File: config.mk
export PLATFORM = sky130hd
export DESIGN_NAME = pipe_compar_n_flat
export DESIGN_NICKNAME = d
export VERILOG_FILES = /design/src/rtl/pipe_compar_n_pkg.sv /design/src/rtl/pipe_compar_n_if.sv /design/src/rtl/pipe_compar_n_merge_stage.sv /design/src/rtl/pipe_compar_n.sv /design/src/flat_wrapper.sv
export SDC_FILE = /design/constraint.sdc
export NUM_CORES = 1
export LEC_CHECK = 0
export ABC_CLOCK_PERIOD_IN_PS = 1300
export CAP_MARGIN = 5
export CORE_MARGIN = 2
export CORE_UTILIZATION = 43
export CTS_BUF_LIST = sky130_fd_sc_hd__clkbuf_8
export DETAILED_ROUTE_END_ITERATION = 10
export MAX_ROUTING_LAYER = met4
export PLACE_DENSITY_LB_ADDON = 0.25
export SETUP_SLACK_MARGIN = 0.05
export SYNTH_ARGS = -nofsm -noshare
export SYNTH_HDL_FRONTEND = slang
export SYNTH_SLANG_ARGS = --single-unit
File: constraint.sdc
create_clock -name clk -period 1.3 [get_ports clk]
set_input_delay 0.195 -clock clk [delete_from_list [all_inputs] [get_ports clk]]
set_output_delay 0.195 -clock clk [all_outputs]
set_load 0.05 [all_outputs]
File: src/rtl/pipe_compar_n_pkg.sv
// Shared types and helpers for the pipelined N-bit magnitude comparator.
// A slice result is a {greater, equal} pair; the merge function combines two adjacent slices.
// Elaboration helpers derive the slice count, tree depth and node offsets from WIDTH/CHUNK.
package cmp_pkg;

  typedef struct packed {
    logic g;
    logic e;
  } cmp_res_t;

  // The more significant slice decides unless it is equal, in which case the lower one decides.
  function automatic cmp_res_t cmp_merge(input cmp_res_t hi, input cmp_res_t lo);
    cmp_res_t r;
    r.g = hi.g | (hi.e & lo.g);
    r.e = hi.e & lo.e;
    return r;
  endfunction

  function automatic int cmp_nch(input int width, input int chunk);
    return width / chunk;
  endfunction

  function automatic int cmp_lvl(input int width, input int chunk);
    return $clog2(width / chunk);
  endfunction

  // Tree nodes are stored flat, leaves first; level l starts at this offset.
  function automatic int cmp_off(input int nch, input int lvl);
    return 2 * nch - 2 * (nch >> lvl);
  endfunction

endpackage

File: src/rtl/pipe_compar_n_if.sv
// Handshake and data bundle between a producer/consumer and the comparator pipeline.
// The master side offers operands and accepts results; the slave side is the comparator.
// signed_mode exists only when CMP_SIGNED_EN is defined.
interface pipe_compar_n_if #(
  parameter int WIDTH = 32,
  parameter int TAG_W = 4
) ();

  logic             in_valid;
  logic             in_ready;
  logic [WIDTH-1:0] a;
  logic [WIDTH-1:0] b;
  logic [TAG_W-1:0] in_tag;
`ifdef CMP_SIGNED_EN
  logic             signed_mode;
`endif
  logic             out_valid;
  logic             out_ready;
  logic             gr;
  logic             eq;
  logic             lt;
  logic [TAG_W-1:0] out_tag;

  modport master (
    output in_valid, a, b, in_tag,
`ifdef CMP_SIGNED_EN
    output signed_mode,
`endif
    output out_ready,
    input  in_ready, out_valid, gr, eq, lt, out_tag
  );

  modport slave (
    input  in_valid, a, b, in_tag,
`ifdef CMP_SIGNED_EN
    input  signed_mode,
`endif
    input  out_ready,
    output in_ready, out_valid, gr, eq, lt, out_tag
  );

endinterface

File: src/rtl/pipe_compar_n_merge_stage.sv
// One level of the comparison tree: IN_N slice results reduced pairwise to IN_N/2, registered.
// Latency: 1 cycle.
// Backpressure: loads its predecessor (bubbles included) only when advance is high, else holds.
module cmp_merge_stage
  import cmp_pkg::*;
#(
  parameter int IN_N  = 2,
  parameter int TAG_W = 4
) (
  input  logic                   clk,
  input  logic                   reset,
  input  logic                   advance,
  input  logic                   in_vld,
  input  logic [TAG_W-1:0]       in_tag,
  input  cmp_res_t [IN_N-1:0]    in_res,
  output logic                   out_vld,
  output logic [TAG_W-1:0]       out_tag,
  output cmp_res_t [IN_N/2-1:0]  out_res
);

  localparam int OUT_N = IN_N / 2;

  logic                  vld_d, vld_q;
  logic [TAG_W-1:0]      tag_d, tag_q;
  cmp_res_t [OUT_N-1:0]  res_d, res_q;
  cmp_res_t [OUT_N-1:0]  merged;

  // Pairwise merge; the odd (upper) index of each pair is the more significant slice.
  always_comb begin
    merged = '0;
    for (int j = 0; j < OUT_N; j++) begin
      merged[j] = cmp_merge(in_res[2*j+1], in_res[2*j]);
    end
  end

  // Next state: valid follows the predecessor on advance; data only captured for real items.
  always_comb begin
    vld_d = vld_q;
    tag_d = tag_q;
    res_d = res_q;
    if (advance) begin
      vld_d = in_vld;
      if (in_vld) begin
        tag_d = in_tag;
        res_d = merged;
      end
    end
  end

  // Valid bit is reset so in-flight items are discarded; payload is don't-care while invalid.
  always_ff @(posedge clk or posedge reset) begin
    if (reset) vld_q <= 1'b0;
    else       vld_q <= vld_d;
  end

  // Payload registers, qualified by the valid bit downstream.
  always_ff @(posedge clk) begin
    tag_q <= tag_d;
    res_q <= res_d;
  end

  assign out_vld = vld_q;
  assign out_tag = tag_q;
  assign out_res = res_q;

endmodule

File: src/rtl/pipe_compar_n.sv
// Pipelined WIDTH-bit magnitude comparator (gr/eq/lt) with a tag carried alongside each result.
// Latency: 1 + log2(WIDTH/CHUNK) cycles; throughput one result per clock.
// Backpressure: whole pipeline stalls when out_valid & ~out_ready; in_ready = ~out_valid | out_ready.
// Optional macro CMP_SIGNED_EN adds signed_mode for two's-complement comparison.
module pipe_compar_n
  import cmp_pkg::*;
#(
  parameter int WIDTH = 32,
  parameter int CHUNK = 4,
  parameter int TAG_W = 4
) (
  input logic             clk,
  input logic             reset,
  pipe_compar_n_if.slave  bus
);

  localparam int NCH   = cmp_nch(WIDTH, CHUNK);
  localparam int LVL   = cmp_lvl(WIDTH, CHUNK);
  localparam int NODES = 2 * NCH - 1;

  if (CHUNK < 1 || WIDTH != CHUNK * (1 << LVL)) begin : g_bad_cfg
    $error("pipe_compar_n: WIDTH must equal CHUNK * 2^k");
  end

  logic                        advance;
  logic [WIDTH-1:0]            a_cmp, b_cmp;
  cmp_res_t [NCH-1:0]          leaf_cmp;
  cmp_res_t [NCH-1:0]          leaf_d, leaf_q;
  logic                        leaf_vld_d, leaf_vld_q;
  logic [TAG_W-1:0]            leaf_tag_d, leaf_tag_q;

  cmp_res_t [NODES-1:0]        tree_res;
  logic [LVL:0]                lvl_vld;
  logic [LVL:0][TAG_W-1:0]     lvl_tag;

  cmp_res_t                    fin_res;
  logic                        fin_vld;

  // Operand conditioning: flipping both MSBs turns a signed compare into an unsigned one.
  always_comb begin
    a_cmp = bus.a;
    b_cmp = bus.b;
`ifdef CMP_SIGNED_EN
    if (bus.signed_mode) begin
      a_cmp[WIDTH-1] = ~bus.a[WIDTH-1];
      b_cmp[WIDTH-1] = ~bus.b[WIDTH-1];
    end
`endif
  end

  // Per-slice compare; slice i covers bits [i*CHUNK +: CHUNK], higher index is more significant.
  always_comb begin
    leaf_cmp = '0;
    for (int i = 0; i < NCH; i++) begin
      leaf_cmp[i].g = a_cmp[i*CHUNK +: CHUNK] >  b_cmp[i*CHUNK +: CHUNK];
      leaf_cmp[i].e = a_cmp[i*CHUNK +: CHUNK] == b_cmp[i*CHUNK +: CHUNK];
    end
  end

  // Leaf stage next state: accept on advance (bubble if in_valid is low), else hold.
  always_comb begin
    leaf_vld_d = leaf_vld_q;
    leaf_tag_d = leaf_tag_q;
    leaf_d     = leaf_q;
    if (advance) begin
      leaf_vld_d = bus.in_valid;
      if (bus.in_valid) begin
        leaf_tag_d = bus.in_tag;
        leaf_d     = leaf_cmp;
      end
    end
  end

  // Leaf valid bit, cleared asynchronously so nothing survives reset.
  always_ff @(posedge clk or posedge reset) begin
    if (reset) leaf_vld_q <= 1'b0;
    else       leaf_vld_q <= leaf_vld_d;
  end

  // Leaf payload, meaningful only while its valid bit is set.
  always_ff @(posedge clk) begin
    leaf_tag_q <= leaf_tag_d;
    leaf_q     <= leaf_d;
  end

  assign tree_res[NCH-1:0] = leaf_q;
  assign lvl_vld[0]        = leaf_vld_q;
  assign lvl_tag[0]        = leaf_tag_q;

  for (genvar l = 0; l < LVL; l++) begin : g_lvl
    localparam int IN_N  = NCH >> l;
    localparam int OFF_I = cmp_off(NCH, l);
    localparam int OFF_O = cmp_off(NCH, l + 1);

    cmp_merge_stage #(
      .IN_N  (IN_N),
      .TAG_W (TAG_W)
    ) u_stage (
      .clk     (clk),
      .reset   (reset),
      .advance (advance),
      .in_vld  (lvl_vld[l]),
      .in_tag  (lvl_tag[l]),
      .in_res  (tree_res[OFF_I +: IN_N]),
      .out_vld (lvl_vld[l+1]),
      .out_tag (lvl_tag[l+1]),
      .out_res (tree_res[OFF_O +: IN_N/2])
    );
  end

  assign fin_res = tree_res[NODES-1];
  assign fin_vld = lvl_vld[LVL];

  // Single global advance: every stage moves together unless the output is stuck.
  assign advance      = ~fin_vld | bus.out_ready;
  assign bus.in_ready = advance;

  // Outputs are qualified by valid so they read zero whenever nothing is presented.
  assign bus.out_valid = fin_vld;
  assign bus.gr        = fin_vld & fin_res.g;
  assign bus.eq        = fin_vld & fin_res.e;
  assign bus.lt        = fin_vld & ~fin_res.g & ~fin_res.e;
  assign bus.out_tag   = fin_vld ? lvl_tag[LVL] : '0;

endmodule

File: src/flat_wrapper.sv
// flat-port wrapper written by rule: the top's interface ports become plain ports
module pipe_compar_n_flat import cmp_pkg::*;
#(
  parameter int WIDTH = 32,
  parameter int CHUNK = 4,
  parameter int TAG_W = 4
)
  (clk, reset, bus_in_valid, bus_a, bus_b, bus_in_tag, bus_out_ready, bus_in_ready, bus_out_valid, bus_gr, bus_eq, bus_lt, bus_out_tag);
  pipe_compar_n_if #(.WIDTH(WIDTH), .TAG_W(TAG_W)) bus_i ();
  input logic clk;
  input logic reset;
  input wire logic [$bits(bus_i.in_valid)-1:0] bus_in_valid;
  input wire logic [$bits(bus_i.a)-1:0] bus_a;
  input wire logic [$bits(bus_i.b)-1:0] bus_b;
  input wire logic [$bits(bus_i.in_tag)-1:0] bus_in_tag;
  input wire logic [$bits(bus_i.out_ready)-1:0] bus_out_ready;
  output wire logic [$bits(bus_i.in_ready)-1:0] bus_in_ready;
  output wire logic [$bits(bus_i.out_valid)-1:0] bus_out_valid;
  output wire logic [$bits(bus_i.gr)-1:0] bus_gr;
  output wire logic [$bits(bus_i.eq)-1:0] bus_eq;
  output wire logic [$bits(bus_i.lt)-1:0] bus_lt;
  output wire logic [$bits(bus_i.out_tag)-1:0] bus_out_tag;
  assign bus_i.in_valid = bus_in_valid;
  assign bus_i.a = bus_a;
  assign bus_i.b = bus_b;
  assign bus_i.in_tag = bus_in_tag;
  assign bus_i.out_ready = bus_out_ready;
  assign bus_in_ready = bus_i.in_ready;
  assign bus_out_valid = bus_i.out_valid;
  assign bus_gr = bus_i.gr;
  assign bus_eq = bus_i.eq;
  assign bus_lt = bus_i.lt;
  assign bus_out_tag = bus_i.out_tag;
  pipe_compar_n #(.WIDTH(WIDTH), .CHUNK(CHUNK), .TAG_W(TAG_W)) u_core (.clk(clk), .reset(reset), .bus(bus_i));
endmodule
==> impl_metrics.ini <==
[grt]
track_usage_pct = 13.8
grt_pass1_wl_um = 6680
grt_start_max_net_pins = 15
grt-ovfl-total = 0
grt_pass1_vias = 1666
antenna_found_initial = 0

[detailed_routing]
drt-initial-drc-count = 30
wl_per_cell_um = 11.6
num_vias = 1683
drc = 0
routed_wl_um = 4130
ant_nets = 0
drtPass1Iterations = 4
routed_via_density = 4.74

[run]
max-cap-violations = 0

[finish]
final_area_um2 = 3790
drive_gt1_share_pct = 18.4
n_antenna_cell = 0
n_fill_cell = 431
final_nets = 387
synthToLayoutAreaGrowth_pct = 50.8

[floorplanning]
core-area_um2 = 5570
die_h_um = 80.5
rows = 27
die-area_um2 = 6480
num_io_pins = 81
start_util_pct = 45.1
die_x_um = 80.5

[logic_synthesis]
synth_seq_cells = 50
synth_top_area_share_pct = 54.9
synth_edf_count = 46
ys.flop_type = edfxtp_1
yosys.area.top_type = edfxtp_1
synth-seq-area-share_pct = 58.9
syn_nets = 290
yosysWarnings = 0
async_flop_share_pct = 8.00
netlist_area_um2 = 2510
synth.area.top_cells = edfxtp_1 55%, ha_1 16%, inv_1 4.9%
syn-mean-instance-area_um2 = 13.5
synth_cells = 186
yosysUniqueCellTypes = 16

[power_and_ir_drop]
power.share.clock_pct = 18.0
comb_power_share_pct = 39.4
leakagePower_nw = 1.66
p_seq_share_pct = 42.6
vdd_ir_drop_max_mv = 1.10
powerDensity_nw_per_um2 = 1480
power_mw = 5.61
p_switching_mw = 1.59
p_sw_share_pct = 28.3
internal-power_mw = 4.02

[clock_tree]
cts_tree = built
cts_max_level = 2
numCtsBuffers = 5
cts_buffer_depth = 2
clock_latency_ps = 290
clock-sinks = 50
cts_root_buf = clkbuf_8
clkTransAtPathRegs_ps = 80

[sta]
hold_viol = 0
maxSlewHeadroom_pct = 86.7
worstMarginPinSlew_ps = 198
fin_hold_ws_ps = 69.6
setup_tns_ps = -288
report.final.slew_viol_count = 0
setup_viol = 9
skew_ps = 2.33
fmax_mhz = 727
rsz0062_at_grt = yes
period_share_pct = 106
finalCriticalPeriod_ps = 1380
setup_slack_ps = -76.2

[worst_setup_path]
rr_endpoint = u_core.leaf_tag_q[3]$_DFFE_PP_
path_class = reg2out
max_stage_delay_ps = 420
crit_chain = buf_4 > nand2b_4 > buf_6 > buf_12
r2r_start = u_core.g_lvl[2].u_stage.out_vld$_DFFE_PP0N_
ff2ff_path_depth = 4
r2r_slack_ps = 10
cp_max_fo = 4
critPathCaptureType = output port
crit_slowest_cell = dfrtp_2
arrival_ps = 1180
crit_required_ps = 1110
cp-start-kind = flip-flop

[worst_hold_path]
hold_class = in2async

[placed_design]
gp_congestion = 0.726
port_buffers = 80
dp_slack_ps = -335
hpwl_um = 3160
dpl-instance-area_um2 = 3520

[outcome]
status = finished, violations left
violations = negative setup slack
## what timing repair did
action	in CTS	in global routing
cloned	1	1
pin swaps	24	22
hold buffers	0	0
setup buffers	4	2
setup endpoints to repair	36	40
gates resized for setup	20	18
## per-layer routing
layer	up-vias	GRT usage, %	part of all wire (%)
met4	0	5.08	1.6
met5	-	-	0
met1	773	15.5	41
li1	856	-	-
met2	48	24.0	52
met3	6	3.48	5.2
## worst max path at each step
stage                                                start                    endpoint  slack (ps)  cells after the start
2_1_floorplan  u_core.g_lvl[2].u_stage.out_vld$_DFFE_PP0N_  u_core.leaf_q[0]$_DFFE_PP_        -150                      3
3_3_place_gp                                     bus_b[17]  u_core.leaf_q[9]$_DFFE_PP_        -310                      6
3_5_place_dp                                      bus_b[1]  u_core.leaf_q[1]$_DFFE_PP_        -340                      6
4_1_cts        u_core.g_lvl[2].u_stage.out_vld$_DFFE_PP0N_                bus_in_ready         -80                      4
5_1_grt        u_core.g_lvl[2].u_stage.out_vld$_DFFE_PP0N_                      bus_lt        -130                      3
6_report       u_core.g_lvl[2].u_stage.out_vld$_DFFE_PP0N_                bus_in_ready         -80                      4
## cells by family after synthesis
logic type                 count (synthesis)  share of synthesized area (%)
buffers and inverters                     34                           5.37
DFF                                       50                           58.9
adders and majority gates                 32                           15.9
and+or+nand+nor                           36                           10.3
AOI/OAI and AO/OA                         31                           7.66
muxes                                      3                           1.79
## area by class of cell
cell class	instances	area [um^2]	share of cell area [%]
timing repair buffer	89	973	25.7
multi-input combinational	104	1020	26.9
tap	72	90.1	2.37
inverter	33	124	3.27
sequential	50	1480	39.1
clock inverter	2	33.8	0.891
clock buffer	5	68.8	1.81
## cell usage after synthesis, types with 3 or more instances
master and number:
a21o_1 7, nor2b_1 8, o211ai_1 8, a21oi_1 16, dfrtp_1 4, inv_1 33, and2_1 7, mux2_4 3
and2_2 10, ha_1 32, and4_1 8, edfxtp_1 46
## registers in the layout, summed over array words and instances, names as in the netlist
signal	cells
u_core.g_lvl.u_stage.out_res	14
u_core.g_lvl.u_stage.out_tag	12
u_core.g_lvl.u_stage.out_vld	3
u_core.leaf_q	16
u_core.leaf_tag_q	4
u_core.leaf_vld_q	1
## power groups by stage
stage	Sequential [mW]	Combinational, mW	Clock [mW]
floorplan	2.44	0.984	0
finish	2.39	2.21	1.01
global placement	2.40	1.92	0
detailed placement	2.42	1.96	0
CTS	2.39	2.13	1.03
global route	2.43	2.38	1.10
## critical path, delay by kind of cell (launching register included)
kind,cells,cell delay [ps]
flops,1,420
buf+inv,3,370
simple gates,1,90
## cell usage in the layout (no fill, tap or decap), drive strengths merged
cell type,synthesis,routed
a21o,7,7
dlymetal6s2s,0,3
inv,33,33
ha,32,32
clkbuf,0,5
and4,8,8
nand2b,1,1
bufinv,0,1
a21oi,16,16
and2,17,19
clkdlybuf4s50,0,59
clkinv,0,1
mux2,3,3
nor3b,1,1
buf,1,18
edfxtp,46,46
dfrtp,4,4
o211ai,8,8
nor2b,8,8
dlygate4sd2,0,9
or2b,1,1
## metrics by stage
step	utilization, %	cells
detailed placement	63.2	340
floorplan	-	186
global route	68.1	355
finish	68.1	355
global placement	63.2	340
CTS	66.1	352
No activity file was read; power rests on OpenSTA's default activity.
